===== src/rtl/frogger_pkg.sv =====
// rtl/frogger_pkg.sv - shared frogger types and screen constants
package frogger_pkg;

    typedef enum logic [1:0] {
        GS_MENU    = 2'd0,
        GS_PLAYING = 2'd1,
        GS_DEAD    = 2'd2,
        GS_WIN     = 2'd3
    } game_state_e;

    typedef enum logic [1:0] {
        FACE_UP    = 2'd0,
        FACE_DOWN  = 2'd1,
        FACE_LEFT  = 2'd2,
        FACE_RIGHT = 2'd3
    } face_dir_e;

    typedef enum logic [1:0] {
        M_IDLE  = 2'd0,
        M_HOP   = 2'd1,
        M_DYING = 2'd2,
        M_OVER  = 2'd3
    } motion_fsm_e;

    localparam int SCREEN_W_DEF = 640;
    localparam int SCREEN_H_DEF = 480;
    // Sprite coordinate width and the wider signed width used for drift math
    localparam int POS_W  = 10;
    localparam int MATH_W = 12;

endpackage


===== src/rtl/lane_drift_sel.sv =====
// rtl/lane_drift_sel.sv - priority select of ride speed from the lowest ridden lane
module lane_drift_sel #(
    parameter int NUM_LANES = 6,
    parameter int SPEED_W   = 10
) (
    input  logic [NUM_LANES*SPEED_W-1:0] lane_speed,
    input  logic [NUM_LANES-1:0]         on_log,
    output logic signed [SPEED_W-1:0]    dx
);

    // Scan from the top lane down so the lowest set on_log bit is the final writer
    always_comb begin
        dx = '0;
        for (int i = NUM_LANES - 1; i >= 0; i--) begin
            if (on_log[i]) begin
                dx = lane_speed[i*SPEED_W +: SPEED_W];
            end
        end
    end

endmodule


===== src/rtl/frog_motion_ctrl.sv =====
// rtl/frog_motion_ctrl.sv - frog hop animation, log drift, lives and respawn control
module frog_motion_ctrl
    import frogger_pkg::*;
#(
    parameter int SCREEN_W       = SCREEN_W_DEF,
    parameter int SCREEN_H       = SCREEN_H_DEF,
    parameter int BLOCK          = 32,
    parameter int SPRITE         = 32,
    parameter int INIT_X         = 304,
    parameter int INIT_Y         = 448,
    parameter int NUM_LANES      = 6,
    parameter int SPEED_W        = 10,
    parameter int HOP_FRAMES     = 4,
    parameter int LIVES          = 3,
    parameter int RESPAWN_FRAMES = 60
) (
    input  logic                         clk,
    input  logic                         reset,
    input  logic                         frame_tick,
    input  logic [1:0]                   state,
    input  logic                         btn_up_tick,
    input  logic                         btn_down_tick,
    input  logic                         btn_left_tick,
    input  logic                         btn_right_tick,
    input  logic                         collision,
    input  logic [NUM_LANES*SPEED_W-1:0] lane_speed,
    input  logic [NUM_LANES-1:0]         on_log,
    output logic [POS_W-1:0]             pos_x,
    output logic [POS_W-1:0]             pos_y,
    output logic [1:0]                   facing,
    output logic                         hopping,
    output logic                         dying,
    output logic [$clog2(LIVES+1)-1:0]   lives,
    output logic                         game_over
);

    localparam int LW  = $clog2(LIVES + 1);
    localparam int HCW = $clog2(HOP_FRAMES) + 1;
    localparam int RCW = $clog2(RESPAWN_FRAMES) + 1;

    localparam logic signed [MATH_W-1:0] STEP  = MATH_W'(BLOCK / HOP_FRAMES);
    localparam logic signed [MATH_W-1:0] X_MAX = MATH_W'(SCREEN_W - SPRITE);
    localparam logic [MATH_W-1:0] BLOCK_W      = MATH_W'(BLOCK);
    localparam logic [MATH_W-1:0] REACH_W      = MATH_W'(BLOCK + SPRITE);
    localparam logic [MATH_W-1:0] SCR_W_W      = MATH_W'(SCREEN_W);
    localparam logic [MATH_W-1:0] SCR_H_W      = MATH_W'(SCREEN_H);

    motion_fsm_e        fsm_q, fsm_d;
    face_dir_e          facing_q, facing_d;
    face_dir_e          dir_q, dir_d;
    face_dir_e          pend_dir_q, pend_dir_d;
    logic               pend_valid_q, pend_valid_d;
    logic [POS_W-1:0]   pos_x_q, pos_x_d;
    logic [POS_W-1:0]   pos_y_q, pos_y_d;
    logic [HCW-1:0]     hop_cnt_q, hop_cnt_d;
    logic [RCW-1:0]     resp_cnt_q, resp_cnt_d;
    logic [LW-1:0]      lives_q, lives_d;

    logic signed [SPEED_W-1:0] dx;
    logic signed [MATH_W-1:0]  dx_ext;
    logic signed [MATH_W-1:0]  step_x, step_y, x_sum, y_sum;
    logic [MATH_W-1:0]         pos_x_w, pos_y_w;
    logic                      btn_any, req_valid, req_ok;
    face_dir_e                 btn_dir, req_dir;

    lane_drift_sel #(
        .NUM_LANES (NUM_LANES),
        .SPEED_W   (SPEED_W)
    ) u_drift (
        .lane_speed (lane_speed),
        .on_log     (on_log),
        .dx         (dx)
    );

    assign dx_ext  = {{(MATH_W-SPEED_W){dx[SPEED_W-1]}}, dx};
    assign pos_x_w = MATH_W'(pos_x_q);
    assign pos_y_w = MATH_W'(pos_y_q);

    // Button arbitration: up > down > left > right
    always_comb begin
        btn_any = btn_up_tick | btn_down_tick | btn_left_tick | btn_right_tick;
        if (btn_up_tick)        btn_dir = FACE_UP;
        else if (btn_down_tick) btn_dir = FACE_DOWN;
        else if (btn_left_tick) btn_dir = FACE_LEFT;
        else                    btn_dir = FACE_RIGHT;
    end

    // A buffered move takes the place of live buttons; check the hop target stays on screen
    always_comb begin
        req_valid = pend_valid_q | btn_any;
        req_dir   = pend_valid_q ? pend_dir_q : btn_dir;
        case (req_dir)
            FACE_UP:    req_ok = (pos_y_w >= BLOCK_W);
            FACE_DOWN:  req_ok = ((pos_y_w + REACH_W) <= SCR_H_W);
            FACE_LEFT:  req_ok = (pos_x_w >= BLOCK_W);
            FACE_RIGHT: req_ok = ((pos_x_w + REACH_W) <= SCR_W_W);
        endcase
    end

    // Motion FSM next-state: collision first, then move acceptance, hop stepping and drift
    always_comb begin
        fsm_d        = fsm_q;
        facing_d     = facing_q;
        dir_d        = dir_q;
        pend_dir_d   = pend_dir_q;
        pend_valid_d = pend_valid_q;
        pos_x_d      = pos_x_q;
        pos_y_d      = pos_y_q;
        hop_cnt_d    = hop_cnt_q;
        resp_cnt_d   = resp_cnt_q;
        lives_d      = lives_q;
        step_x       = '0;
        step_y       = '0;
        x_sum        = '0;
        y_sum        = '0;

        if (state == GS_MENU) begin
            fsm_d        = M_IDLE;
            facing_d     = FACE_UP;
            dir_d        = FACE_UP;
            pend_dir_d   = FACE_UP;
            pend_valid_d = 1'b0;
            pos_x_d      = POS_W'(INIT_X);
            pos_y_d      = POS_W'(INIT_Y);
            hop_cnt_d    = '0;
            resp_cnt_d   = '0;
            lives_d      = LW'(LIVES);
        end else if (state == GS_PLAYING) begin
            case (fsm_q)
                M_IDLE, M_HOP: begin
                    if (collision) begin
                        lives_d      = lives_q - LW'(1);
                        pend_valid_d = 1'b0;
                        hop_cnt_d    = '0;
                        resp_cnt_d   = '0;
                        fsm_d        = (lives_q <= LW'(1)) ? M_OVER : M_DYING;
                    end else begin
                        if (fsm_q == M_IDLE) begin
                            pend_valid_d = 1'b0;
                            if (req_valid && req_ok) begin
                                facing_d  = req_dir;
                                dir_d     = req_dir;
                                hop_cnt_d = '0;
                                fsm_d     = M_HOP;
                            end
                        end else begin
                            if (btn_any && !pend_valid_q) begin
                                pend_valid_d = 1'b1;
                                pend_dir_d   = btn_dir;
                            end
                            if (frame_tick) begin
                                case (dir_q)
                                    FACE_UP:    step_y = -STEP;
                                    FACE_DOWN:  step_y = STEP;
                                    FACE_LEFT:  step_x = -STEP;
                                    FACE_RIGHT: step_x = STEP;
                                endcase
                                hop_cnt_d = hop_cnt_q + HCW'(1);
                                if (hop_cnt_q == HCW'(HOP_FRAMES - 1)) begin
                                    fsm_d = M_IDLE;
                                end
                            end
                        end
                        if (frame_tick) begin
                            x_sum = $signed(pos_x_w) + step_x + dx_ext;
                            y_sum = $signed(pos_y_w) + step_y;
                            if (x_sum[MATH_W-1]) begin
                                x_sum = '0;
                            end else if (x_sum > X_MAX) begin
                                x_sum = X_MAX;
                            end
                            pos_x_d = POS_W'(x_sum);
                            pos_y_d = POS_W'(y_sum);
                        end
                    end
                end
                M_DYING: begin
                    if (frame_tick) begin
                        if (resp_cnt_q == RCW'(RESPAWN_FRAMES - 1)) begin
                            resp_cnt_d = '0;
                            pos_x_d    = POS_W'(INIT_X);
                            pos_y_d    = POS_W'(INIT_Y);
                            facing_d   = FACE_UP;
                            fsm_d      = M_IDLE;
                        end else begin
                            resp_cnt_d = resp_cnt_q + RCW'(1);
                        end
                    end
                end
                default: begin
                end
            endcase
        end
    end

    // State register with asynchronous return to the spawn configuration
    always_ff @(posedge clk or posedge reset) begin
        if (reset) begin
            fsm_q        <= M_IDLE;
            facing_q     <= FACE_UP;
            dir_q        <= FACE_UP;
            pend_dir_q   <= FACE_UP;
            pend_valid_q <= 1'b0;
            pos_x_q      <= POS_W'(INIT_X);
            pos_y_q      <= POS_W'(INIT_Y);
            hop_cnt_q    <= '0;
            resp_cnt_q   <= '0;
            lives_q      <= LW'(LIVES);
        end else begin
            fsm_q        <= fsm_d;
            facing_q     <= facing_d;
            dir_q        <= dir_d;
            pend_dir_q   <= pend_dir_d;
            pend_valid_q <= pend_valid_d;
            pos_x_q      <= pos_x_d;
            pos_y_q      <= pos_y_d;
            hop_cnt_q    <= hop_cnt_d;
            resp_cnt_q   <= resp_cnt_d;
            lives_q      <= lives_d;
        end
    end

    assign pos_x     = pos_x_q;
    assign pos_y     = pos_y_q;
    assign facing    = facing_q;
    assign hopping   = (fsm_q == M_HOP);
    assign dying     = (fsm_q == M_DYING);
    assign lives     = lives_q;
    assign game_over = (fsm_q == M_OVER);

endmodule


===== config.mk =====
export PLATFORM = sky130hd
export DESIGN_NAME = frog_motion_ctrl
export DESIGN_NICKNAME = d
export VERILOG_FILES = /design/src/rtl/frogger_pkg.sv /design/src/rtl/lane_drift_sel.sv /design/src/rtl/frog_motion_ctrl.sv
export SDC_FILE = /design/constraint.sdc
export NUM_CORES = 1
export LEC_CHECK = 0
export CAP_MARGIN = 10
export CORE_MARGIN = 2
export CORE_UTILIZATION = 44
export DETAILED_ROUTE_END_ITERATION = 7
export HOLD_SLACK_MARGIN = 0.03
export PLACE_DENSITY = 0.86
export SLEW_MARGIN = 40
export SYNTH_ARGS = -nofsm -noshare
export SYNTH_HDL_FRONTEND = slang
export SYNTH_SLANG_ARGS = --single-unit

===== constraint.sdc =====
create_clock -name clk -period 3.4 [get_ports clk]
set_input_delay 0.68 -clock clk [delete_from_list [all_inputs] [get_ports clk]]
set_output_delay 0.68 -clock clk [all_outputs]
set_load 0.005 [all_outputs]

==> reports/results.txt <==
# diodes = 0
Die ar. = 9045 µm²
WP depth = 18
port bufs = 99
GPL Wtd Cong = 0.9151
post-synthesis cell type count = 60
core box area = 8134 µm²
crit-path max FO = 3
failing checks = negative setup slack
Critical Path Sink Type = flip-flop
sequential cell area fraction in the yosys report = 26.31%
Clock transition at path regs = 0.07 ns
CTS tree = yes
area post-placement = 5119 µm²
Clock Tree Buf Depth = 2
maximum vdd drop = 290.8 µV
outcome = finished, violations left
met3 WL post-DR = 977 µm
Post-synth top cells = 36 x inv_1, 35 x nor2_1, 33 x a21oi_1, 32 x nand2_1
largest net degree at the start of global routing = 39
Worst-Skew Late Latency = 0.30 ns
hold_buf cts = 0
critical path endpoint = pos_x[4]$_DFFE_PP1P_
NetSw = 1.179 mW
remaining antenna violation count = 0
CTS Root Cell = clkbuf_8
worst min-delay path category = flip-flop to flip-flop
Avg Cell Area, Syn = 8.319 µm²
reg-to-reg setup timing slack = -0.05 ns
Final Skew = 0.008083 ns
EDFF count, synth = 0
final max-slew violation count = 0
reg-to-reg endpoint = pos_x[4]$_DFFE_PP1P_
P_leak = 2.572 nW
DR vias = 4186
Crit Path Class = primary input to flip-flop
pwr/cell area = 506.2 nW/µm²
final hold vios = 0
placed cell count = 662
Num CTS Buffers = 5
global route overflow = 0
Worst Tran Pin Value = 0.6393 ns
Residual DRC = 0
type of origin of the critical path = primary input
DRC marker count from the first detailed-route iteration = 338
Worst Slack Setup Final = -0.6317 ns
final core utilization = 70.40%
H-tree Lvls = 2
Total Power = 2.899 mW
layout cells sized above 1 = 25.30%
area growth from synthesis to layout = 56.80%
Tcrit/Tclk final = 118.6%
Die X = 95.11 µm
Net Sw Frac = 40.66%
register bit count reported by yosys = 38
Synthesis Warnings = 0
logic gate share of total power = 63.9%
Syn Inst Count = 439
DRT met1 WL = 5213 µm
CP max stage cell = clkdlybuf4s50_1
delay-heaviest family, CP = compound AO/OA/AOI/OAI gates
TritonRoute pass-1 iters = 5
Hold Slack = 0.5144 ns
synth top area cells = dfrtp_1 21%, ha_1 10%, dfstp_2 5.8%, fa_1 5.5%, a21oi_1 4.5%
Synth Flop Type = dfrtp_1
Final Cell Area = 5727 µm²
Final Routed Wirelength = 13490 µm
met2 WL post-DR = 6478 µm
max_slew headroom = 56.93%
fin nets = 696
part of the power in registers = 23.0%
Finished Layout Cells = 686
vias per cell = 6.102
Cell Chain, Critical Path = clkdlybuf4s50_1 -> a221oi_1 -> nor3_2 -> a21oi_1 -> nor2_1 -> a21oi_1 -> o21ai_1 -> ha_1 -> ha_2 -> buf_4 -> a211oi_2 -> buf_4 -> nor2_1 -> xnor2_1 -> a211oi_2 -> o31a_1 -> o21a_1 -> a2111oi_2
Critical R2R Launch = dir_q[1]$_DFFE_PP0P_
Synth top area share = 20.55%
Total GRT Usage = 27.22%
Synth area leader = dfrtp_1
RSZ-0062 raised after global routing = true
Worst Reg2Reg Path Length in Cells = 12
clock power share = 13.2%
top-count cell post-synth = inv_1
Placement Setup Slack = -1.164 ns
slowest cell delay on critical path = 0.40 ns
Critical Path Start = lane_speed[40]
Syn Std Cell Area = 3652 µm²
global-route wire length before repair = 19370 µm
# rows = 33
initial antenna violation count = 0
vias in the first global route = 4028
DP HPWL = 8420 µm
Die H = 95.11 µm
max-cap viol count = 0
Highest Signal Layer = met4
Worst EP required = 3.59 ns
FMAX = 248.0 MHz
Async SR Flop Fraction = 100.0%
setup_tns = -5.537 ns
Clock Sinks = 38
CP arrival = 4.23 ns
internal power = 1.720 mW
WP buf/inv = 3
Initial Util = 44.90%
Ports = 103
wire length per cell = 19.66 µm
Setup violations, final = 10
fin crit period = 4.032 ns
## worst register-to-register path, cell delays in order, from the launching register on
cell and delay [ns]:
dfrtp_1 0.41, o211ai_1 0.15, or2_4 0.33, fa_1 0.54
inv_1 0.06, ha_2 0.33, o211ai_1 0.14, o211ai_1 0.33
a41oi_2 0.20, xnor2_2 0.20, buf_4 0.17, o21a_1 0.17
a2111oi_2 0.33
## final cells by class
type	instances	area [µm²]
Sequential cell	38	960.9
Clock buffer	7	76.32
Inverter	36	135.1
Timing Repair Buffer	156	1516
Clock inverter	1	30.03
Fill cell	526	2407
Tap cell	105	131.4
Multi-Input combinational cell	343	2877
## cells by family (layout without fill, tap and decap cells)
logic type | Yosys count | count (layout) | share of synthesized area (%)
buffers and inverters | 60 | 200 | 6.475
adders and majority gates | 40 | 40 | 15.76
muxes | 13 | 13 | 3.734
other | 1 | 3 | 0.1027
and+or+nand+nor | 137 | 137 | 18.74
xor gates and xnor gates | 17 | 17 | 4.077
DFF | 38 | 38 | 26.31
AOI/OAI and AO/OA | 133 | 133 | 24.80
## worst min path at each step
stage	start	end	depth (start not counted)
after global placement	hop_cnt_q[2]$_DFFE_PP0P_	hop_cnt_q[2]$_DFFE_PP0P_	1
after floorplan	hop_cnt_q[2]$_DFFE_PP0P_	hop_cnt_q[2]$_DFFE_PP0P_	1
after global routing	pend_dir_q[1]$_DFFE_PP0P_	pend_dir_q[1]$_DFFE_PP0P_	1
after detailed placement	hop_cnt_q[2]$_DFFE_PP0P_	hop_cnt_q[2]$_DFFE_PP0P_	1
after CTS	hop_cnt_q[2]$_DFFE_PP0P_	hop_cnt_q[2]$_DFFE_PP0P_	1
final	resp_cnt_q[0]$_DFFE_PP0P_	resp_cnt_q[0]$_DFFE_PP0P_	1
## power by group through the flow
stage / clock network [mW] / logic (mW) / registers (mW)
after floorplan: 0 / 0.897 / 0.628
after global placement: 0 / 1.41 / 0.659
after detailed placement: 0 / 1.48 / 0.663
after CTS: 0.383 / 1.65 / 0.658
after global routing: 0.401 / 1.99 / 0.676
final: 0.381 / 1.85 / 0.665
## layout by cell type, fill, tap and decap left out, types with 10 or more instances in the layout
| master | n |
|---|---|
| a21oi_1 | 28 |
| o21ai_0 | 17 |
| nand2_1 | 32 |
| mux2i_1 | 10 |
| nor2_1 | 33 |
| dfrtp_1 | 30 |
| clkdlybuf4s50_1 | 84 |
| nor3_1 | 11 |
| ha_1 | 22 |
| buf_4 | 44 |
| inv_1 | 33 |
## per-layer routing
metal	track usage, %	up-vias
met5	0	-
met4	11.96	0
met3	5.059	91
met2	45.42	258
met1	34.31	1978
li1	-	1859
## flip-flops by register name, summed over array words and instances (netlist names)
name and count:
pos_y 7, pend_valid_q 1, hop_cnt_q 3, resp_cnt_q 7, fsm_q 2, pend_dir_q 2, lives 2, dir_q 2
facing 2, pos_x 10
## repair_timing
item                                    4_1_cts  5_1_grt
cloned                                        1        0
endpoints found under the setup margin       10       10
endpoints found under the hold margin         0        0
gates resized for setup                      66       41
setup buffers                                11        4
pin swaps                                    48       43
Power figures use the tool's default switching activity.
